`config.mk`:
```
export PLATFORM = sky130hd
export DESIGN_NAME = game_ctrl_flat
export DESIGN_NICKNAME = d
export VERILOG_FILES = /design/src/rtl/game_ctrl_if.sv /design/src/rtl/game_ctrl.sv /design/src/flat_wrapper.sv
export SDC_FILE = /design/constraint.sdc
export NUM_CORES = 1
export LEC_CHECK = 0
export ABC_CLOCK_PERIOD_IN_PS = 2340
export CORE_MARGIN = 10
export CORE_UTILIZATION = 44
export DETAILED_ROUTE_END_ITERATION = 10
export GPL_ROUTABILITY_DRIVEN = 0
export GPL_TIMING_DRIVEN = 0
export PLACE_DENSITY_LB_ADDON = 0.15
export RECOVER_POWER = 50
export SYNTH_ARGS = -nofsm -noshare
export SYNTH_HDL_FRONTEND = slang
export SYNTH_SLANG_ARGS = --single-unit
export TNS_END_PERCENT = 5
```
`constraint.sdc`:
```
create_clock -name clk -period 2.34 [get_ports clk]
set_input_delay 0.351 -clock clk [delete_from_list [all_inputs] [get_ports clk]]
set_output_delay 0.351 -clock clk [all_outputs]
set_load 0.005 [all_outputs]
```
`src/rtl/game_ctrl_if.sv`:
```
// Signal bundle between game_ctrl and its neighbours: the button pulses, collision
// events and score_tracker in one direction, and the gated events and display values back.
interface game_ctrl_if;
  logic       start;
  logic       pause;
  logic       frameTick;
  logic       goodColl_i;
  logic       badColl_i;
  logic [6:0] curScore;
  logic       goodColl_o;
  logic       badColl_o;
  logic       scoreClr;
  logic       moveEn;
  logic [2:0] state;
  logic [6:0] dispScore;
  logic [6:0] highScore;
  logic       isGameComplete;

  modport master (
    output start, pause, frameTick, goodColl_i, badColl_i, curScore,
    input  goodColl_o, badColl_o, scoreClr, moveEn, state, dispScore, highScore,
           isGameComplete
  );

  modport slave (
    input  start, pause, frameTick, goodColl_i, badColl_i, curScore,
    output goodColl_o, badColl_o, scoreClr, moveEn, state, dispScore, highScore,
           isGameComplete
  );
endinterface

```
`src/rtl/game_ctrl.sv`:
```
// Snake game sequencer: game FSM, collision gating, score clear, high score and display select.
// The PAUSE state is built only when GAME_CTRL_PAUSE_EN is defined.
//
// state | meaning
// IDLE  | power-up, showing high score, waiting for start
// PLAY  | snake moving, collisions forwarded to score_tracker
// PAUSE | frozen game, resumed by pause or restarted by start
// OVER  | lost, display blinks score / high score
// WIN   | reached MAX_SCORE, display blinks score / high score
module game_ctrl #(
  parameter int MAX_SCORE   = 50,
  parameter int BLINK_TICKS = 30
) (
  input logic        clk,
  input logic        nRst,
  game_ctrl_if.slave bus
);

  typedef enum logic [2:0] {
    S_IDLE  = 3'd0,
    S_PLAY  = 3'd1,
    S_PAUSE = 3'd2,
    S_OVER  = 3'd3,
    S_WIN   = 3'd4
  } state_t;

  localparam int            CW         = (BLINK_TICKS > 1) ? $clog2(BLINK_TICKS) : 1;
  localparam logic [CW-1:0] BLINK_LOAD = CW'(BLINK_TICKS - 1);
  localparam logic [6:0]    MAX_Q      = 7'(MAX_SCORE);

  state_t        state_q, state_n;
  logic          clr_q, clr_n;
  logic [6:0]    high_q, high_n;
  logic [CW-1:0] blink_cnt_q, blink_cnt_n;
  logic          phase_q, phase_n;
  logic          playing;
  logic          done;
  logic          pause_evt;

`ifdef GAME_CTRL_PAUSE_EN
  assign pause_evt = bus.pause;
`else
  logic unused_pause;
  assign unused_pause = bus.pause;
  assign pause_evt    = 1'b0;
`endif

  assign playing = (state_q == S_PLAY);
  assign done    = (state_q == S_OVER) || (state_q == S_WIN);

  always_ff @(posedge clk) begin
    if (!nRst) begin
      state_q     <= S_IDLE;
      clr_q       <= 1'b0;
      high_q      <= 7'd0;
      blink_cnt_q <= BLINK_LOAD;
      phase_q     <= 1'b0;
    end else begin
      state_q     <= state_n;
      clr_q       <= clr_n;
      high_q      <= high_n;
      blink_cnt_q <= blink_cnt_n;
      phase_q     <= phase_n;
    end
  end

  always_comb begin
    state_n = state_q;
    clr_n   = 1'b0;
    case (state_q)
      S_IDLE, S_OVER, S_WIN: begin
        if (bus.start) begin
          state_n = S_PLAY;
          clr_n   = 1'b1;
        end
      end
      S_PLAY: begin
        // The clear cycle still carries the previous game's score, so no win then.
        if (bus.badColl_i)                          state_n = S_OVER;
        else if ((bus.curScore >= MAX_Q) && !clr_q) state_n = S_WIN;
        else if (pause_evt)                         state_n = S_PAUSE;
      end
`ifdef GAME_CTRL_PAUSE_EN
      S_PAUSE: begin
        if (bus.start) begin
          state_n = S_PLAY;
          clr_n   = 1'b1;
        end else if (pause_evt) begin
          state_n = S_PLAY;
        end
      end
`endif
      default: state_n = S_IDLE;
    endcase
  end

  always_comb begin
    high_n = high_q;
    if (playing && ((state_n == S_OVER) || (state_n == S_WIN)) && (bus.curScore > high_q))
      high_n = bus.curScore;
  end

  // Counter is held at its load value outside OVER/WIN so each entry starts fresh.
  always_comb begin
    blink_cnt_n = blink_cnt_q;
    phase_n     = phase_q;
    if (!done) begin
      blink_cnt_n = BLINK_LOAD;
      phase_n     = 1'b0;
    end else if (bus.frameTick) begin
      if (blink_cnt_q == '0) begin
        blink_cnt_n = BLINK_LOAD;
        phase_n     = ~phase_q;
      end else begin
        blink_cnt_n = blink_cnt_q - 1'b1;
      end
    end
  end

  always_comb begin
    bus.dispScore = bus.curScore;
    if (state_q == S_IDLE)   bus.dispScore = high_q;
    else if (done && phase_q) bus.dispScore = high_q;
  end

  assign bus.goodColl_o     = playing & bus.goodColl_i & ~bus.badColl_i & ~clr_q;
  assign bus.badColl_o      = playing & bus.badColl_i;
  assign bus.scoreClr       = clr_q;
  assign bus.moveEn         = playing;
  assign bus.state          = state_q;
  assign bus.highScore      = high_q;
  assign bus.isGameComplete = done;

endmodule

```
`src/flat_wrapper.sv`:
```
// flat-port wrapper written by rule: the top's interface ports become plain ports
module game_ctrl_flat 
#(
  parameter int MAX_SCORE   = 50,
  parameter int BLINK_TICKS = 30
)
  (clk, nRst, bus_start, bus_pause, bus_frameTick, bus_goodColl_i, bus_badColl_i, bus_curScore, bus_goodColl_o, bus_badColl_o, bus_scoreClr, bus_moveEn, bus_state, bus_dispScore, bus_highScore, bus_isGameComplete);
  game_ctrl_if bus_i ();
  input logic clk;
  input logic nRst;
  input wire logic [$bits(bus_i.start)-1:0] bus_start;
  input wire logic [$bits(bus_i.pause)-1:0] bus_pause;
  input wire logic [$bits(bus_i.frameTick)-1:0] bus_frameTick;
  input wire logic [$bits(bus_i.goodColl_i)-1:0] bus_goodColl_i;
  input wire logic [$bits(bus_i.badColl_i)-1:0] bus_badColl_i;
  input wire logic [$bits(bus_i.curScore)-1:0] bus_curScore;
  output wire logic [$bits(bus_i.goodColl_o)-1:0] bus_goodColl_o;
  output wire logic [$bits(bus_i.badColl_o)-1:0] bus_badColl_o;
  output wire logic [$bits(bus_i.scoreClr)-1:0] bus_scoreClr;
  output wire logic [$bits(bus_i.moveEn)-1:0] bus_moveEn;
  output wire logic [$bits(bus_i.state)-1:0] bus_state;
  output wire logic [$bits(bus_i.dispScore)-1:0] bus_dispScore;
  output wire logic [$bits(bus_i.highScore)-1:0] bus_highScore;
  output wire logic [$bits(bus_i.isGameComplete)-1:0] bus_isGameComplete;
  assign bus_i.start = bus_start;
  assign bus_i.pause = bus_pause;
  assign bus_i.frameTick = bus_frameTick;
  assign bus_i.goodColl_i = bus_goodColl_i;
  assign bus_i.badColl_i = bus_badColl_i;
  assign bus_i.curScore = bus_curScore;
  assign bus_goodColl_o = bus_i.goodColl_o;
  assign bus_badColl_o = bus_i.badColl_o;
  assign bus_scoreClr = bus_i.scoreClr;
  assign bus_moveEn = bus_i.moveEn;
  assign bus_state = bus_i.state;
  assign bus_dispScore = bus_i.dispScore;
  assign bus_highScore = bus_i.highScore;
  assign bus_isGameComplete = bus_i.isGameComplete;
  game_ctrl #(.MAX_SCORE(MAX_SCORE), .BLINK_TICKS(BLINK_TICKS)) u_core (.clk(clk), .nRst(nRst), .bus(bus_i));
endmodule
```
Word level (Yosys, flattened, before mapping):

Index checks and enable logic that the tools add are counted.

* register bits after elaboration: 17
* output and inout port bits: 22
* logic and storage cells: 41

* eq/ne operators: 5
* magnitude comparators: 2
* reduce and logical (&&, ||, !) cells: 13
* bitwise logic cells: 7
* mux-type cells: 8
* $add $sub $neg: 1

Operator list (count)
* 7-bit two-way mux: 2
* 3-bit two-way mux: 3
* 7-bit by 6-bit greater-or-equal comparator with 1-bit output, second input constant: 1
* 7-bit > comparator: 1
* 3-bit by 2-bit equality test with 1-bit output, second input constant: 2
* 3-bit equality test, second input constant: 2
* 3-bit one-hot mux with 2 select lines: 1
* 2-bit AND reduction: 3
* 5-bit zero test: 1
* 5-bit two-way mux: 1
* 5-bit by 1-bit subtractor with 5-bit output, second input constant: 1
* 1-bit bitwise AND: 4
* 1-bit logical AND: 4
* 3-bit by 1-bit equality test with 1-bit output, second input constant: 1
* 3-bit zero test: 1
* 1-bit NOT: 3
* 3-bit OR reduction: 1
* 1-bit logical OR: 2
* 1-bit zero test: 1
* 1-bit two-way mux: 1

Depth between registers and ports, before layout:

* word-level depth: 9
* gate-level depth with buffers: 7
* depth with buffers taken out: 7

Worst setup path after synthesis:

Ideal clock, no wire load.

* path type: register -> register
* from: register u_core.high_q[6] (netlist: u_core.bus.highScore[6])
* to: register u_core.high_q[0] (netlist: u_core.bus.highScore[0])
* stages on the path, launching flop included: 8
* data arrival time: 1.609 ns
* slack: 0.659 ns
* setup time: 0.072 ns
* data required time: 2.268 ns
* path buffers: 0
* cell sequence: dfxtp_1 > inv_1 > ha_1 > nand4_1 > a21oi_1 > o221ai_2 > a31oi_4 > mux2i_1

* longest elaborated chain between the ends: 2

RTL lines
* from (decl): line game_ctrl.sv:33 `logic [6:0] high_q, high_n;`
* from (signal assigned): line game_ctrl.sv:61 `high_q <= high_n;`
* 7-bit > comparator: line game_ctrl.sv:99 `if (playing && ((state_n == S_OVER) || (state_n == S_WIN)) && (bus.curScore > high_q))`
* 1-bit logical AND: line game_ctrl.sv:99

No other way between the ends.
A chain may end at the register's enable or synchronous reset.

Final worst setup path:

* from: register u_core.state_q[0] (netlist: u_core.bus.state[0])
* to: output port bus_dispScore[3]

* longest elaborated chain between the ends: 5
* elaborated cells between the ends (all ways): 7
* classes of those cells: eq/ne (2); mux (2); reduce/logical (3)

RTL lines
* from (decl): line game_ctrl.sv:31 `state_t state_q, state_n;`
* from (signal assigned): line game_ctrl.sv:59 `state_q <= state_n;`
* 3-bit by 2-bit equality test with 1-bit output or 3-bit equality test (tied branches): line game_ctrl.sv:49 `assign done = (state_q == S_OVER) || (state_q == S_WIN);`
* 1-bit logical OR: line game_ctrl.sv:49
* 1-bit logical AND: line game_ctrl.sv:123 `else if (done && phase_q) bus.dispScore = high_q;`
* 7-bit two-way mux: line game_ctrl.sv:123
* 7-bit two-way mux (*): line game_ctrl.sv:122 `if (state_q == S_IDLE) bus.dispScore = high_q;`
* to (decl): line flat_wrapper.sv:22 `output wire logic [$bits(bus_i.dispScore)-1:0] bus_dispScore;`

Mark *: on every way between the ends. The rest lies on a longest branch, timed or not.

==> impl_metrics.tcl <==
set metrics [dict create \
    p_switching_uw 202.2 \
    antenna_found_initial 0 \
    drt_iter0_drc 45 \
    clockPowerShare_pct 21.7 \
    core_area_sq_mm 0.002255 \
    dieArea_sq_mm 0.004751 \
    synth_top_area_share_pct 32.30 \
    routed_wl_mm 2.628 \
    power_density_mw_per_mm2 475.7 \
    synth_nets 140 \
    portBuffers 33 \
    maxCapViolations 0 \
    ys_seq_elements 17 \
    ys.warnings.count 0 \
    power.total_uw 717.2 \
    syn_area_sq_mm 0.001054 \
    worstSetupEndpointType "output pin" \
    synth_seq_area_share_pct 32.30 \
    final_cell_mix "21 x nand2_1, 16 x clkdlybuf4s50_1, 15 x dfxtp_1, 10 x dlygate4sd3_1, 9 x inv_1" \
    p_leak_nw 0.5963 \
    peakVddDrop_mv 0.3665 \
    cts_root_buffer "clkbuf_4" \
    power_frac_seq_pct 43.2 \
    yosys.area.top_type "dfxtp_1" \
    finalMaxSlewViolations 0 \
    hold_violations 0 \
    ios 36 \
    rsz0062_at_grt "false" \
    drt-pass1-iter-count 5 \
    cts.clk_slew.worst_paths_ns 0.10 \
    grt_max_degree 11 \
    drive_above_1_share_pct 16.46 \
    fin_crit_ns 2.227 \
    ys_types 35 \
    overflow 0 \
    startpoint_type "flop" \
    slew_headroom_pct 68.58 \
    p_int_uw 515.1 \
    utilization_pct 66.87 \
    critPathMaxFanout 7 \
    layout_commonest_cell "nand2_1" \
    netlist_top_cells_area "dfxtp_1 32%, ha_1 9.5%, nand2_1 7.8%" \
    track_usage_pct 12.47 \
    crit_type "reg -> out" \
    h-tree-depth 1 \
    cts_tree "built" \
    cts_made_buffers 3 \
    switching_share_pct 28.18 \
    min_path_type "in -> reg" \
    arrival_ns 1.88 \
    cts.sinks 17 \
    cts_max_path_buffers 2 \
    fin_nets 181 \
    dpl.hpwl_mm 2.117 \
    chipHeight_microns 68.93 \
    wl_per_cell_microns 14.13 \
    synthCells 118 \
    clk-insertion-delay-late_ns 0.28 \
    antenna_cells 0 \
    fin_crit_sh_pct 95.17 \
    hold_ws_ns 0.4787 \
    syn_to_final_growth_pct 43.11 \
    avgSynthCellArea_sq_um 8.928 \
    die_w_microns 68.93 \
    setup_viol 0 \
    required_ns 1.99 \
    grt_pass1_vias 951 \
    final_antenna_net_count 0 \
    fmax_mhz 449.1 \
    dr_total_vias 958 \
    grt_pass1_wl_mm 4.547 \
    worst_pin_slew_ns 0.4650 \
    viasPerCell 5.151 \
    drc 0 \
    row_count 17 \
    clock_skew_ns 0.0005931 \
    p_comb_share_pct 35.0 \
    status "finished clean" \
    start_util_pct 46.73 \
]
## sequential cells by signal, indices dropped and copies added, names as in the netlist
name,flops
u_core.phase_q,1
u_core.bus.highScore,7
u_core.blink_cnt_q,5
u_core.bus.state,3
u_core.bus.scoreClr,1
## area by class of cell
| class | instances | area, sq um |
|---|---|---|
| Clock buffer | 4 | 26.28 |
| Buffer | 3 | 18.77 |
| Tap cell | 28 | 35.03 |
| Timing Repair Buffer | 36 | 362.8 |
| Sequential cell | 17 | 345.3 |
| Multi-Input combinational cell | 89 | 685.7 |
| Fill cell | 199 | 747.0 |
| Inverter | 9 | 33.78 |
## stage by stage
step / TNS (ns) / instance area, sq um / instances / setup slack [ns]
after floorplan: 0 / 1054 / 118 / 0.6593
after global routing: 0 / 1508 / 186 / 0.0009890
after global placement: 0 / 1419 / 179 / 0.02261
after CTS: 0 / 1488 / 185 / 0.04787
after detailed placement: -0.09236 / 1419 / 179 / -0.03263
final: 0 / 1508 / 186 / 0.1131
## power groups by stage
stage               clock network [mW]  logic (mW)  registers [mW]
finish                           0.156       0.251           0.310
global route                     0.183       0.276           0.312
CTS                              0.165       0.249           0.310
detailed placement                   0       0.231           0.316
global placement                     0       0.225           0.315
floorplan                            0       0.117           0.315
## metal layers
layer	track usage, %	part of all wire, %	vias to the layer above
met1	14.23	41	441
li1	-	-	491
met2	21.12	50	24
met3	5.153	8.1	2
met4	2.956	0.53	0
met5	0	0	-
## logic make-up after synthesis
group                    count (synthesis)  synth area share [%]
AND/OR/NAND/NOR                         44                 21.97
AO/OA/AOI/OAI                           18                 13.54
flip-flops                              17                 32.30
multiplexers                            14                 14.13
buffers and inverters                   12                 4.394
adder cells (fa/ha/maj)                  8                 9.502
XOR/XNOR                                 5                 4.157
## worst paths after layout
check / from / end / slack, ns / cells after the start
worst max register to register: u_core.bus.highScore[6] / u_core.bus.highScore[2] / 0.48 / 7
worst min register to register: u_core.bus.highScore[4] / u_core.bus.highScore[4] / 0.49 / 2
worst max-delay path: u_core.bus.state[0] / bus_dispScore[3] / 0.11 / 7
worst min-delay path: nRst / u_core.bus.highScore[1] / 0.48 / 3
## worst max-delay path: stages (launching register included)
cell           delay, ns
dfxtp_4             0.38
nor2b_4             0.18
a21o_1              0.16
nand2_2             0.07
o31ai_4             0.07
buf_12              0.16
mux2_2              0.32
dlygate4sd2_1       0.26
## Yosys cell counts
| cell type | instances |
|---|---|
| a31oi_1 | 2 |
| dfxtp_1 | 17 |
| clkbuf_1 | 2 |
| o221ai_2 | 1 |
| nor4b_1 | 1 |
| or3b_2 | 1 |
| nand2_1 | 22 |
| nor2_1 | 6 |
| a2111oi_0 | 1 |
| o21ai_0 | 3 |
| a21oi_1 | 4 |
| nor4bb_1 | 1 |
| mux2_2 | 7 |
| nand3_1 | 1 |
| nand4_1 | 1 |
| nand3b_1 | 2 |
| nor2b_4 | 1 |
| o31ai_2 | 1 |
| nor2b_1 | 1 |
| o21ai_1 | 1 |
| and2b_4 | 1 |
| mux2i_1 | 7 |
| or3_1 | 1 |
| and3_1 | 2 |
| a21o_1 | 2 |
| xnor2_1 | 4 |
| inv_1 | 9 |
| xor2_1 | 1 |
| a21boi_0 | 1 |
| a31oi_4 | 1 |
| ha_1 | 8 |
| buf_2 | 1 |
| and2_1 | 2 |
| nand3b_2 | 1 |
| a22o_2 | 1 |
## repair_timing
| action | in CTS | in global routing |
|---|---|---|
| setup buffers | 2 | 1 |
| endpoints found under the setup margin | 7 | 7 |
| resized for setup | 14 | 8 |
| hold buffers | 0 | 0 |
| endpoints found under the hold margin | 0 | 0 |
| pin swaps | 1 | 2 |
Note: power is estimated with default switching activity, not from simulation.
